`src/rtl/mux_8to1_arbiter_pkg.sv`:
```
// Shared definitions for the 8:1 mux round-robin arbiter.
//   ARB_N / ARB_SEL_W : requester count and select-bus width
//   arb_state_e       : two-state controller encoding
//   arb_onehot        : index -> one-hot grant vector
package mux_8to1_arbiter_pkg;

   localparam int unsigned ARB_N     = 8;
   localparam int unsigned ARB_SEL_W = 3;
   localparam logic [7:0]  BEAT_MAX  = 8'hFF;

   typedef enum logic {
      ARB_IDLE  = 1'b0,
      ARB_GRANT = 1'b1
   } arb_state_e;

   function automatic logic [ARB_N-1:0] arb_onehot(input logic [ARB_SEL_W-1:0] idx);
      return {{(ARB_N-1){1'b0}}, 1'b1} << idx;
   endfunction

endpackage

```
`src/rtl/rr_pick_8.sv`:
```
// Rotating priority encoder: finds the first set request scanning upward from
// the pointer, wrapping 7 -> 0.
//   i_req [7:0] : request vector
//   i_ptr [2:0] : highest-priority index
//   o_any       : at least one request set
//   o_idx [2:0] : winning index (0 when o_any is low)
module rr_pick_8
   import mux_8to1_arbiter_pkg::*;
(
   input  logic [ARB_N-1:0]     i_req,
   input  logic [ARB_SEL_W-1:0] i_ptr,
   output logic                 o_any,
   output logic [ARB_SEL_W-1:0] o_idx
);

   logic w_found;

   always_comb begin
      o_any   = |i_req;
      o_idx   = '0;
      w_found = 1'b0;
      for (int i = 0; i < ARB_N; i++) begin
         // 3-bit addition wraps naturally past index 7
         if (!w_found && i_req[i_ptr + ARB_SEL_W'(i)]) begin
            o_idx   = i_ptr + ARB_SEL_W'(i);
            w_found = 1'b1;
         end
      end
   end

endmodule

```
`src/rtl/mux_8to1_arbiter.sv`:
```
// Round-robin arbiter and sequencer driving the select bus of a shared 8:1 mux.
// Grants one requester at a time, counts accepted beats and forces rotation
// after MAX_HOLD beats (0 = unlimited).
//   i_clk, i_rst_n   : clock, async active-low reset
//   i_req [7:0]      : per-requester request, held for the whole burst
//   i_out_ready      : downstream accepts the current beat
//   o_sel [2:0]      : mux select (owner index; keeps last owner while idle)
//   o_gnt [7:0]      : one-hot grant, zero when idle
//   o_out_valid      : current mux output is a valid beat from the owner
//   o_beat_cnt [7:0] : beats accepted in the current grant (saturating)
module mux_8to1_arbiter
   import mux_8to1_arbiter_pkg::*;
#(
   parameter int unsigned MAX_HOLD = 16
) (
   input  logic                 i_clk,
   input  logic                 i_rst_n,
   input  logic [ARB_N-1:0]     i_req,
   input  logic                 i_out_ready,
   output logic [ARB_SEL_W-1:0] o_sel,
   output logic [ARB_N-1:0]     o_gnt,
   output logic                 o_out_valid,
   output logic [7:0]           o_beat_cnt
);

   localparam bit         HOLD_EN  = (MAX_HOLD != 0);
   localparam logic [7:0] HOLD_LIM = 8'(MAX_HOLD);

   arb_state_e           r_state;
   logic [ARB_N-1:0]     r_gnt;
   logic [ARB_SEL_W-1:0] r_sel;
   logic [ARB_SEL_W-1:0] r_ptr;
   logic [7:0]           r_beat_cnt;

   logic                 w_any;
   logic [ARB_SEL_W-1:0] w_idx;
   logic                 w_accept;
   logic [7:0]           w_cnt_next;
   logic                 w_release;

   rr_pick_8 u_pick (
      .i_req (i_req),
      .i_ptr (r_ptr),
      .o_any (w_any),
      .o_idx (w_idx)
   );

   // Only output not taken straight from a register: follows the owner's request
   assign o_out_valid = (r_state == ARB_GRANT) & i_req[r_sel];
   assign w_accept    = o_out_valid & i_out_ready;
   assign w_cnt_next  = (r_beat_cnt == BEAT_MAX) ? BEAT_MAX : r_beat_cnt + 8'd1;
   // Owner drop and limit-reaching beat in the same cycle yield a single release
   assign w_release   = ~i_req[r_sel] | (HOLD_EN & w_accept & (w_cnt_next == HOLD_LIM));

   always_ff @(posedge i_clk or negedge i_rst_n) begin
      if (!i_rst_n) begin
         r_state    <= ARB_IDLE;
         r_gnt      <= '0;
         r_sel      <= '0;
         r_ptr      <= '0;
         r_beat_cnt <= '0;
      end else if (r_state == ARB_IDLE) begin
         if (w_any) begin
            r_state    <= ARB_GRANT;
            r_gnt      <= arb_onehot(w_idx);
            r_sel      <= w_idx;
            r_ptr      <= w_idx + 3'd1;
            r_beat_cnt <= '0;
         end
      end else begin
         if (w_release) begin
            r_state    <= ARB_IDLE;
            r_gnt      <= '0;
            r_beat_cnt <= '0;
         end else if (w_accept) begin
            r_beat_cnt <= w_cnt_next;
         end
      end
   end

   assign o_gnt      = r_gnt;
   assign o_sel      = r_sel;
   assign o_beat_cnt = r_beat_cnt;

endmodule

```
`config.mk`:
```
export PLATFORM = sky130hd
export DESIGN_NAME = mux_8to1_arbiter
export DESIGN_NICKNAME = d
export VERILOG_FILES = /design/src/rtl/mux_8to1_arbiter_pkg.sv /design/src/rtl/rr_pick_8.sv /design/src/rtl/mux_8to1_arbiter.sv
export SDC_FILE = /design/constraint.sdc
export NUM_CORES = 1
export LEC_CHECK = 0
export CAP_MARGIN = 20
export CELL_PAD_IN_SITES_DETAIL_PLACEMENT = 0
export CELL_PAD_IN_SITES_GLOBAL_PLACEMENT = 1
export CORE_ASPECT_RATIO = 1.75
export CORE_MARGIN = 2
export CORE_UTILIZATION = 41
export DETAILED_ROUTE_END_ITERATION = 8
export GPL_TIMING_DRIVEN = 1
export PLACE_DENSITY_LB_ADDON = 0.1
export SYNTH_ARGS = -nofsm -noshare
export SYNTH_HDL_FRONTEND = slang
export SYNTH_HIERARCHICAL = 1
export SYNTH_SLANG_ARGS = --single-unit
```
`constraint.sdc`:
```
create_clock -name i_clk -period 4.75 [get_ports i_clk]
set_input_delay 0.95 -clock i_clk [delete_from_list [all_inputs] [get_ports i_clk]]
set_output_delay 0.95 -clock i_clk [all_outputs]
set_load 0.1 [all_outputs]
```
## Word-level counts from Yosys, hierarchy flattened

Cells that the tools add are included.
Widths: inputs -> output; s select.

| word-level totals | value |
|---|---|
| register bits after elaboration | 23 |
| input port bits | 11 |
| output and inout port bits | 20 |
| logic and storage cells | 97 |

| operators by class | value |
|---|---|
| add/subtract/negate cells | 9 |
| order comparisons | 9 |
| eq/ne operators | 4 |
| shifts and indexed selects | 1 |
| mux-type cells | 44 |
| bitwise logic cells | 6 |
| reductions and logical operators | 19 |

Operators by type and width:

| kind | count |
|---|---|
| $mux 8 | 8 |
| $lt 3x4->1 const B | 9 |
| $bmux 1 s3 | 9 |
| $mux 3 | 8 |
| $mux 1 | 19 |
| $add 3x3->3 const B | 4 |
| $add 8x1->8 const B | 1 |
| $eq 8x5->1 const B | 1 |
| $eq 8x8->1 const B | 1 |
| $reduce_or 8->1 | 1 |
| $shl 1x3->8 const A | 1 |
| $logic_and 1x1->1 | 7 |
| $logic_not 1->1 | 7 |
| $add 3x1->3 const B | 2 |
| $add 3x2->3 const B | 2 |
| $reduce_and 2->1 | 3 |
| $and 1x1->1 | 3 |
| $ne 3x1->1 const B | 1 |
| $ne 2x1->1 const B | 1 |
| $not 1->1 | 2 |
| $reduce_bool 2->1 | 1 |
| $or 1x1->1 | 1 |

## Longest topological paths before layout

| depth | value |
|---|---|
| word-level depth | 27 |
| gate-level depth with buffers | 14 |
| mapped depth without buffers | 12 |

## Hierarchy

The synthesis kept the hierarchy.

By module, submodules not included:

| module | times used | cells an instance | area each (sq um) | seq. area each (sq um) |
|---|---|---|---|---|
| mux_8to1_arbiter | 1 | 146 | 1337.5 | 575.6 |
| rr_pick_8 | 1 | 116 | 1113.6 | 0.0 |

## Worst setup path before layout

No wires, ideal clock.

| timing | value |
|---|---|
| kind | register -> register |
| start point | register r_ptr[0] |
| end point | register r_ptr[1] |
| library setup time | 125 ps |
| arrival time | 3370 ps |
| data required time | 4625 ps |
| setup slack | 1256 ps |
| stages on the path, launching flop included | 13 |
| path buffers | 2 |
| clock period less this slack | 3494 ps |
| path through | dfrtp_1 -> buf_6 -> inv_1 -> ha_1 -> buf_4 -> mux4_1 -> mux2_2 -> or3_1 -> a211o_1 -> a21oi_1 -> inv_1 -> ha_1 -> mux2_2 |

| on the way | value |
|---|---|
| cells in the longest elaborated chain, start to end | 25 |
| elaborated cells between the ends (all ways) | 53 |
| those cells by class | 8 x add/sub; 31 x mux; 14 x reduce/logical |

Ends and longest elaborated chain:

| element | RTL line | text |
|---|---|---|
| from (decl) | mux_8to1_arbiter.sv:32 | `logic [ARB_SEL_W-1:0] r_ptr;` |
| from (signal assigned) | mux_8to1_arbiter.sv:67 | `r_ptr <= w_idx + 3'd1;` |
| parallel branches: the longest is 23 deep, another holds $add 3x1->3 | n/a |  |
| $mux 3 * | rr_pick_8.sv:24 | `if (!w_found && i_req[i_ptr + ARB_SEL_W'(i)]) begin` |
| via w_idx[1] | mux_8to1_arbiter.sv:36 | `logic [ARB_SEL_W-1:0] w_idx;` |
| $add 3x1->3 * | mux_8to1_arbiter.sv:67 |  |

Mark *: on every way through the listed nets, which the timed path passes. The select of a mux whose other input is x is not followed.
A chain may end at the register's enable or synchronous reset.

## Worst setup path in the final report

| timing | value |
|---|---|
| start point | input port i_req[0] |
| end point | register r_ptr[1] |

| on the way | value |
|---|---|
| cells in the longest elaborated chain, start to end | 25 |
| elaborated cells between the ends (all ways) | 48 |
| those cells by class | 1 x add/sub; 31 x mux; 16 x reduce/logical |

Ends and longest elaborated chain:

| element | RTL line | text |
|---|---|---|
| from (decl) | mux_8to1_arbiter.sv:18 | `input logic [ARB_N-1:0] i_req,` |
| $bmux 1 s3 | rr_pick_8.sv:24 |  |
| $mux 1 (not written as such) | rr_pick_8.sv:24 |  |
| $mux 1 | rr_pick_8.sv:24 |  |
| $logic_not 1->1 | rr_pick_8.sv:24 |  |
| $logic_and 1x1->1 | rr_pick_8.sv:24 |  |
| $mux 1 | rr_pick_8.sv:24 |  |
| $logic_not 1->1 | rr_pick_8.sv:24 |  |
| $logic_and 1x1->1 | rr_pick_8.sv:24 |  |
| [... 10 more ...] | n/a |  |
| $logic_not 1->1 | rr_pick_8.sv:24 |  |
| $logic_and 1x1->1 | rr_pick_8.sv:24 |  |
| $mux 1 | rr_pick_8.sv:24 |  |
| $logic_not 1->1 | rr_pick_8.sv:24 |  |
| $logic_and 1x1->1 | rr_pick_8.sv:24 |  |
| $mux 3 * | rr_pick_8.sv:24 |  |
| via w_idx[1] | mux_8to1_arbiter.sv:36 |  |
| $add 3x1->3 * | mux_8to1_arbiter.sv:67 |  |

Mark *: on every way through the listed nets, which the timed path passes. The rest lies on a longest branch. The select of a mux whose other input is x is not followed.

==> impl_metrics.tcl <==
set metrics [dict create \
    die_x_um 62.4 \
    track_usage_pct 21.8 \
    fin_crit_sh_pct 84.3 \
    yosys.area_share.simple_pct 16.6 \
    fin_skew_ns 0.00407 \
    post_cts_buffers 0 \
    synth_edf_count 0 \
    tightest_slew_ns 0.977 \
    synth_compound_area_share_pct 18.2 \
    grt_pass1_wl_mm 11.5 \
    clk_pin_slew_ns 0.09 \
    dp_hpwl_mm 5.21 \
    cp_data_arrival_time_ns 4.16 \
    tritoncts "yes" \
    diodes 0 \
    num_vias 2137 \
    routedWlPerCell_um 18.6 \
    critPathMaxFanout 11 \
    grt.overflow.total 0 \
    area_growth_syn_to_layout_pct 15.6 \
    core_mm2 0.00583 \
    netlist_area_mm2 0.00245 \
    grt.busiest_layer "met2" \
    ys_seq_elements 23 \
    num_rows 37 \
    drive_gt1_share_pct 13.7 \
    period_needed_ns 4.00 \
    drt_iter0_markers 126 \
    ios 31 \
    fmax_mhz 250 \
    final_max_slew_viol_count 0 \
    cts_resized 0 \
    status "finished clean" \
    gp_congestion 0.913 \
    synth_top_family_by_area "multiplexers" \
    route.detailed.drc 0 \
    crit_required_ns 4.91 \
    start_util_pct 42.0 \
    grt_use_met2_pct 42.5 \
    endpoint_kind "register" \
    fin_nets 306 \
    cts_made_buffers 3 \
    cts_hold_buf 0 \
    dieArea_mm2 0.00664 \
    routed_wl_mm 6.77 \
    drtAntennaViolNets 0 \
    clockRootBuffer "clkbuf_8" \
    synth_cells 262 \
    rsz0062_at_grt "no" \
    grt_pass1_vias 2207 \
    cts_max_level 1 \
    ys_seq_area_share_pct 23.5 \
    r2r_start "r_ptr[0]$_DFFE_PN0P_" \
    routed_via_density 5.89 \
    cp-startpoint "i_req[0]" \
    synthAdderAreaFrac_pct 4.59 \
    clock_sinks 23 \
    critical_path_class "input port to register" \
    fillers 594 \
    postSynthAreaPerCell_um2 9.36 \
    syn_nets 282 \
    drtPass1Iterations 4 \
    synthMuxAreaShare_pct 29.2 \
    met1_usage_pct 24.3 \
    synthFlopType "dfrtp_1" \
    yosys_warnings 6 \
    hp-start "o_gnt[0]$_DFFE_PN0P_" \
    clk_path_buf_depth 2 \
    cap_violations 0 \
    async_flop_share_pct 100 \
    antenna_found_initial 0 \
    port_buffers 30 \
    hold_class "register to register" \
    setup_viol 0 \
    startpoint_type "input port" \
    grt_start_max_net_pins 24 \
    clock_latency_ns 0.27 \
    synth_cell_type_count 59 \
    die_h_um 106 \
    synth_xor_area_share_pct 1.02 \
    fin_tns_setup_ns 0 \
    use_met3_pct 1.06 \
    slew_headroom_pct 34.7 \
    hold_viol_final 0 \
]
## sequential cells by signal, indices dropped and copies added, names as in the netlist
| name | count |
|---|---|
| o_beat_cnt | 8 |
| o_sel | 3 |
| r_state | 1 |
| o_gnt | 8 |
| r_ptr | 3 |
## path summary, 6_finish.rpt
check | to | slack [ns] | cells past startpoint
setup / recovery | r_ptr[1]$_DFFE_PN0P_ | 0.75 | 9
hold / removal | o_gnt[0]$_DFFE_PN0P_ | 0.50 | 2
setup reg to reg | r_ptr[1]$_DFFE_PN0P_ | 0.95 | 11
hold reg to reg | o_gnt[0]$_DFFE_PN0P_ | 0.50 | 2
max in group asynchronous | o_gnt[3]$_DFFE_PN0P_ | 3.47 | 2
min in group asynchronous | o_beat_cnt[3]$_DFFE_PN0P_ | 1.04 | 2
## through the flow
stage | utilization [%] | worst slack [ns] | instances | hold slack (ns) | area (um^2)
after global placement | 47.8 | 0.495 | 359 | 0.485 | 2790
after detailed placement | 47.8 | 0.476 | 359 | 0.495 | 2790
after global routing | 48.6 | 0.521 | 363 | 0.561 | 2830
after CTS | 48.6 | 0.766 | 363 | 0.514 | 2830
after floorplan | - | 1.26 | 262 | 0.499 | 2450
final | 48.6 | 0.747 | 363 | 0.505 | 2830
## synth_stat cells, types with 2 or more instances
cell type  instances  share of area, %
nor3_1             5               1.0
a21oi_1           12               2.5
mux4_1            10                11
dfrtp_1           23                23
a21oi_2            2              0.71
nor2_1            15               2.3
nand3_1            8               1.6
nand2_2            3              0.77
mux4_2             6               5.5
nor2b_1            8               2.0
inv_1             17               2.6
mux2_2            10               4.6
nand2_1           23               3.5
o22ai_1            3              0.77
a31oi_1            8               2.0
nor4_1             2              0.51
and2_1             3              0.77
buf_6              2              0.92
nand2b_1           3              0.77
buf_4              2              0.61
o21ai_0           23               4.7
ha_1               9               4.6
mux2i_1           17               6.9
clkbuf_1          11               1.7
or3_1              2              0.51
nand4_1            2              0.51
## area by class of cell
| type | count | area (um^2) | share of cell area [%] |
|---|---|---|---|
| Tap cell | 78 | 97.6 | 3.44 |
| Inverter | 17 | 63.8 | 2.25 |
| Sequential cell | 23 | 576 | 20.3 |
| Multi-Input combinational cell | 205 | 1710 | 60.3 |
| Clock buffer | 3 | 41.3 | 1.46 |
| Timing Repair Buffer | 36 | 343 | 12.1 |
| Clock inverter | 1 | 5.00 | 0.177 |
## cell usage in the layout, fill, tap and decap left out, types with 9 or more instances in the layout
| cell type | instances |
|---|---|
| mux2_2 | 10 |
| nand2_1 | 23 |
| mux4_1 | 10 |
| a21oi_1 | 12 |
| dfrtp_1 | 23 |
| ha_1 | 9 |
| nor2_1 | 15 |
| inv_1 | 17 |
| o21ai_0 | 23 |
| mux2i_1 | 17 |
| clkdlybuf4s50_1 | 29 |
## critical path: stages
cell and delay [ns]:
clkdlybuf4s50_1 0.63, mux4_1 0.65, mux2_2 0.34, or3_1 0.36, a211o_1 0.25, a21oi_1 0.29
inv_1 0.15, ha_1 0.29, mux2_2 0.26
## cell families after synthesis
logic type,count (synthesis)
AOI/OAI and AO/OA,69
buffers and inverters,34
xor gates and xnor gates,2
and+or+nand+nor,80
adders and majority gates,9
muxes,45
DFF,23
## routing by layer
metal / vias to the layer above / share of wire, %
met5: - / 0
met4: 0 / 2.7
met3: 12 / 1.4
met2: 34 / 57
met1: 1052 / 39
li1: 1039 / -
Power is left out: the tool's default activity adds up to more than one toggle a clock period on the data nets, which glitch-free logic cannot reach.
